--- config.mk ---
export PLATFORM = sky130hd
export DESIGN_NAME = fw_wishbone_initiator_bridge
export DESIGN_NICKNAME = d
export VERILOG_FILES = /design/src/rtl/fw_wishbone_initiator_bridge.sv
export SDC_FILE = /design/constraint.sdc
export NUM_CORES = 1
export LEC_CHECK = 0
export ABC_AREA = 0
export BUFFER_PORTS_ARGS = -buffer_cell sky130_fd_sc_hd__buf_2
export CORE_ASPECT_RATIO = 0.7
export CORE_MARGIN = 5
export CORE_UTILIZATION = 42
export CTS_BUF_LIST = sky130_fd_sc_hd__clkbuf_4
export CTS_CLUSTER_DIAMETER = 50
export DETAILED_ROUTE_END_ITERATION = 7
export PLACE_DENSITY = 0.82
export SYNTH_ARGS = -nofsm -noshare
export SYNTH_HDL_FRONTEND = slang
export SYNTH_SLANG_ARGS = --single-unit
export TNS_END_PERCENT = 10
--- constraint.sdc ---
create_clock -name clock -period 1.3 [get_ports clock]
set_input_delay 0.325 -clock clock [delete_from_list [all_inputs] [get_ports clock]]
set_output_delay 0.325 -clock clock [all_outputs]
set_load 0.1 [all_outputs]
--- src/rtl/fw_wishbone_initiator_bridge.sv ---
`timescale 1ns/1ps
`default_nettype none
// ============================================================================
// Module      : fw_wishbone_initiator_bridge
// Description : Converts a valid/ready request/response stream into classic
//               Wishbone initiator cycles. It handles one outstanding transfer
//               at a time and does not pipeline or burst.
//
// Ports       : clock, reset        - single clock, synchronous active-high reset
//               req_valid/req_ready - request handshake (ready only in IDLE)
//               req_adr/we/sel/dat  - request address, direction, byte enables, data
//               rsp_valid/rsp_ready - response handshake
//               rsp_dat, rsp_err    - read data (0 for writes), error flag
//               i_*                 - Wishbone initiator port
//                                     (adr, dat_w, dat_r, cyc, err, sel, stb, ack, we)
//
// Build macro : FW_WB_BRIDGE_TIMEOUT_EN - enables a bus watchdog that abandons
//               a cycle after TIMEOUT cycles without ack/err (TIMEOUT >= 2).
//               Without it, BUS waits indefinitely and TIMEOUT is ignored.
//
// Revision    : 1.0 - initial release
// ============================================================================
module fw_wishbone_initiator_bridge #(
    parameter int ADR_WIDTH = 32,
    parameter int DAT_WIDTH = 32,
    parameter int TIMEOUT   = 256
) (
    input  logic                   clock,
    input  logic                   reset,
    // request stream
    input  logic                   req_valid,
    output logic                   req_ready,
    input  logic [ADR_WIDTH-1:0]   req_adr,
    input  logic                   req_we,
    input  logic [DAT_WIDTH/8-1:0] req_sel,
    input  logic [DAT_WIDTH-1:0]   req_dat,
    // response stream
    output logic                   rsp_valid,
    input  logic                   rsp_ready,
    output logic [DAT_WIDTH-1:0]   rsp_dat,
    output logic                   rsp_err,
    // Wishbone initiator port
    output logic [ADR_WIDTH-1:0]   i_adr,
    output logic [DAT_WIDTH-1:0]   i_dat_w,
    input  logic [DAT_WIDTH-1:0]   i_dat_r,
    output logic                   i_cyc,
    input  logic                   i_err,
    output logic [DAT_WIDTH/8-1:0] i_sel,
    output logic                   i_stb,
    input  logic                   i_ack,
    output logic                   i_we
);

    localparam int c_SEL_WIDTH = DAT_WIDTH / 8;

    typedef enum logic [1:0] {
        ST_IDLE = 2'd0,
        ST_BUS  = 2'd1,
        ST_RSP  = 2'd2
    } state_t;

    state_t                 r_state;
    logic                   r_req_ready;
    logic                   r_rsp_valid;
    logic [DAT_WIDTH-1:0]   r_rsp_dat;
    logic                   r_rsp_err;
    logic [ADR_WIDTH-1:0]   r_adr;
    logic [DAT_WIDTH-1:0]   r_dat_w;
    logic [c_SEL_WIDTH-1:0] r_sel;
    logic                   r_cyc;
    logic                   r_stb;
    logic                   r_we;

    // Either termination ends the cycle; ERR wins when both arrive together.
    logic w_term;
    assign w_term = i_ack | i_err;

`ifdef FW_WB_BRIDGE_TIMEOUT_EN
    localparam int                    c_CNT_WIDTH = (TIMEOUT > 2) ? $clog2(TIMEOUT) : 1;
    localparam logic [c_CNT_WIDTH-1:0] c_WAIT_LAST = c_CNT_WIDTH'(TIMEOUT - 1);

    // Counts BUS cycles without termination; cleared on every entry to BUS.
    logic [c_CNT_WIDTH-1:0] r_wait_cnt;
`else
    // TIMEOUT has no effect in this build; this empty block only references it.
    if (TIMEOUT < 0) begin : g_timeout_unused
    end
`endif

    always_ff @(posedge clock) begin
        if (reset) begin
            r_state     <= ST_IDLE;
            r_req_ready <= 1'b1;
            r_rsp_valid <= 1'b0;
            r_rsp_dat   <= '0;
            r_rsp_err   <= 1'b0;
            r_adr       <= '0;
            r_dat_w     <= '0;
            r_sel       <= '0;
            r_cyc       <= 1'b0;
            r_stb       <= 1'b0;
            r_we        <= 1'b0;
`ifdef FW_WB_BRIDGE_TIMEOUT_EN
            r_wait_cnt  <= '0;
`endif
        end else begin
            case (r_state)
                ST_IDLE: begin
                    if (req_valid) begin
                        r_adr       <= req_adr;
                        r_we        <= req_we;
                        r_sel       <= req_sel;
                        r_dat_w     <= req_dat;
                        r_cyc       <= 1'b1;
                        r_stb       <= 1'b1;
                        r_req_ready <= 1'b0;
                        r_state     <= ST_BUS;
`ifdef FW_WB_BRIDGE_TIMEOUT_EN
                        r_wait_cnt  <= '0;
`endif
                    end
                end

                ST_BUS: begin
                    // Termination is checked first so it beats a same-edge timeout.
                    if (w_term) begin
                        r_cyc       <= 1'b0;
                        r_stb       <= 1'b0;
                        r_rsp_dat   <= r_we ? '0 : i_dat_r;
                        r_rsp_err   <= i_err;
                        r_rsp_valid <= 1'b1;
                        r_state     <= ST_RSP;
                    end
`ifdef FW_WB_BRIDGE_TIMEOUT_EN
                    else if (r_wait_cnt == c_WAIT_LAST) begin
                        r_cyc       <= 1'b0;
                        r_stb       <= 1'b0;
                        r_rsp_dat   <= '0;
                        r_rsp_err   <= 1'b1;
                        r_rsp_valid <= 1'b1;
                        r_state     <= ST_RSP;
                    end else begin
                        r_wait_cnt  <= r_wait_cnt + c_CNT_WIDTH'(1);
                    end
`endif
                end

                ST_RSP: begin
                    // req_ready only returns at this edge, so a new request can
                    // never be taken in the same cycle the response is consumed.
                    if (rsp_ready) begin
                        r_rsp_valid <= 1'b0;
                        r_req_ready <= 1'b1;
                        r_state     <= ST_IDLE;
                    end
                end

                default: begin
                    r_cyc       <= 1'b0;
                    r_stb       <= 1'b0;
                    r_rsp_valid <= 1'b0;
                    r_req_ready <= 1'b1;
                    r_state     <= ST_IDLE;
                end
            endcase
        end
    end

    assign req_ready = r_req_ready;
    assign rsp_valid = r_rsp_valid;
    assign rsp_dat   = r_rsp_dat;
    assign rsp_err   = r_rsp_err;
    assign i_adr     = r_adr;
    assign i_dat_w   = r_dat_w;
    assign i_sel     = r_sel;
    assign i_cyc     = r_cyc;
    assign i_stb     = r_stb;
    assign i_we      = r_we;

endmodule
`default_nettype wire

==> run metrics <==
status finished with violations; violated checks negative setup slack; fraction of layout cells with a size suffix above 1 0.6080; flip-flop and latch area 2316 sq um; worst setup path startpoint r_state[0]; Die Height 92.38 um; vias 4527; crit path kind reg -> reg; Synth Warn # 0; synth unique cells 21; Post-Route Setup TNS -5.935 ns; initial antenna violation count 0; final WL 16360 um; worst setup path endpoint i_adr[29]; dpl cell area 6854 sq um; initial drt markers 307; clock latency on the worst-skew pair 0.45 ns; Mapped Area 4071 sq um; Worst Hold Class in -> reg; R2R setup slack -0.08 ns; first-pass GRT wire length 22690 um; Reg2Reg Depth 4; FMAX 0.7225 GHz; diode count 0; global route overflow 0; clk sink count 107; Critical Path AT 1.74 ns; vias per inst 5.474; die area 11790 sq um; CP startpoint kind flop; top post-synthesis cells by area dfxtp_1 53%, nand2_1 13%, a21oi_1 13%, nand4b_1 6.9%, buf_6 4.4%; cell count after synthesis 482; Fin. Hold Viols 0; wire per inst 19.78 um; drc violations 0; Detail Placement HPWL 10810 um; crit end category flop; Async S/R FF share, synth 0; Seq cells post-synth 107; Synth top area share 0.5261; GRT Util Overall 0.2421; r2r endpoint i_adr[29]; RSZ-0062 raised after global routing yes; CTS max path bufs 2; period utilization 1.065; Die X 127.7 um; hold_buf cts 0; Rel. slew slack 0.7012; Reg clk slew, reported paths 0.16 ns; worst-margin pin slew 0.4481 ns; Nets 801; Design Area, Final 7627 sq um; MaxCap Viol Count 0; Mapped Nets 589; 1st-pass router iterations 5; floorplan row count 30; starting density of the core 0.4254; CTS root buffer clkbuf_4; Synth area leader dfxtp_1; Num CTS Buffers 9; Slew Viols, Final 0; CP required 1.65 ns; crit-path max FO 28; CTS tree built; H-Tree Depth 3; clock skew 0.007709 ns; Detail Route Antenna Nets 0; Area Overhead vs Synth 87.34%; post-synthesis sequential area ratio 0.5261; vias in the first global route 4424; core area 9572 sq um; Min Hold Slack 0.07690 ns; synthesized area per cell 8.447 sq um; Leak 3.048 nW; Worst VDD drop 0.8884 mV; fin crit period 1.384 ns; final setup fails 158; dpl ws -0.1638 ns; Top Ports 213; Port Buffers 212; FF-to-FF Start r_state[0]; Final Util 0.7969; Multi-input gate area 1807 sq um; Final Worst Setup Slack -0.08409 ns; ys flop type dfxtp_1; pin count of the biggest net entering global routing 57; P per Cell Area 1182 nW/um^2; EDFF count, synth 0; Routability Congestion 0.7613; # fillers 580
## flip-flops by register name (all words and copies together) (netlist names)
register / flops
i_stb: 1
i_adr: 32
rsp_valid: 1
i_we: 1
i_dat_w: 32
i_sel: 4
req_ready: 1
r_state: 2
rsp_err: 1
rsp_dat: 32
## cells in the mapped netlist, drive strengths merged, types with 5 or more instances
library cell,number
nand2,142
dfxtp,107
a21oi,106
o21ai,34
nand4b,32
buf,27
clkbuf,20
nor2,5
## worst max-delay path: stages, from the launching register on
cell and delay (ns):
dfxtp_2 0.36, or3b_4 0.50, clkbuf_16 0.24, nand2_1 0.10, a21oi_1 0.08
## area by class of cell
cell class	count	area share
clock buffer	10	0.009843
clock inverter	6	0.01033
inverter	1	0.0004921
multi-input combinational	327	0.2369
sequential	107	0.3036
tap	128	0.02100
timing repair buffer	248	0.4178
## through the flow
step	total power, W	std cells
after global placement	0.006816	796
after CTS	0.008810	815
final	0.009019	827
after global routing	0.009315	827
after floorplan	0.005650	482
after detailed placement	0.006914	796
## layer usage
layer,wire length [um],global-route usage
met5,0,0
met4,578,0.1060
met3,1176,0.06916
met2,8632,0.4378
met1,5967,0.2640
## layout by cell type, fill, tap and decap left out, types with 2 or more instances in the layout
master	Yosys	layout
clkbuf_4	0	10
buf_6	16	3
a21oi_1	106	72
nand4b_1	32	32
clkinv_1	0	2
nand2_2	0	13
nand2_1	142	125
buf_2	5	105
a21oi_2	0	33
o21ai_0	34	33
buf_4	5	17
nand2_4	0	4
dfxtp_2	0	91
buf_12	0	116
bufinv_16	0	2
dfxtp_4	0	16
clkbuf_16	0	6
nor2_1	4	4
## worst min-delay path by stage
stage | start | depth (start not counted) | slack, ns | endpoint
detailed placement | i_dat_w[26] | 2 | 0.48 | i_dat_w[26]
global route | req_dat[14] | 3 | 0.03 | i_dat_w[14]
floorplan | req_we | 2 | 0.45 | i_we
finish | req_adr[12] | 3 | 0.08 | i_adr[12]
global placement | i_dat_w[12] | 2 | 0.48 | i_dat_w[12]
CTS | req_adr[12] | 3 | 0.04 | i_adr[12]
## report_power, final
part | internal, W | switching (W)
registers | 0.00351 | 0.000223
clock network | 0.000790 | 0.00107
logic | 0.00126 | 0.00217
## cell families (layout without fill, tap and decap cells)
family                 after synthesis  count (layout)  share of synthesized area
buffers and inverters               48             265                    0.07990
AO/OA/AOI/OAI                      141             141                     0.1739
multiplexers                         1               1                   0.002459
AND/OR/NAND/NOR                    185             185                     0.2176
flip-flops                         107             107                     0.5261
## what timing repair did
action	4_1_cts	5_1_grt
hold endpoints to repair	0	0
setup endpoints to repair	177	194
gates cloned	0	7
pin swaps	1	12
setup buffers	3	5
resized for setup	117	61
Power figures use the tool's default switching activity.
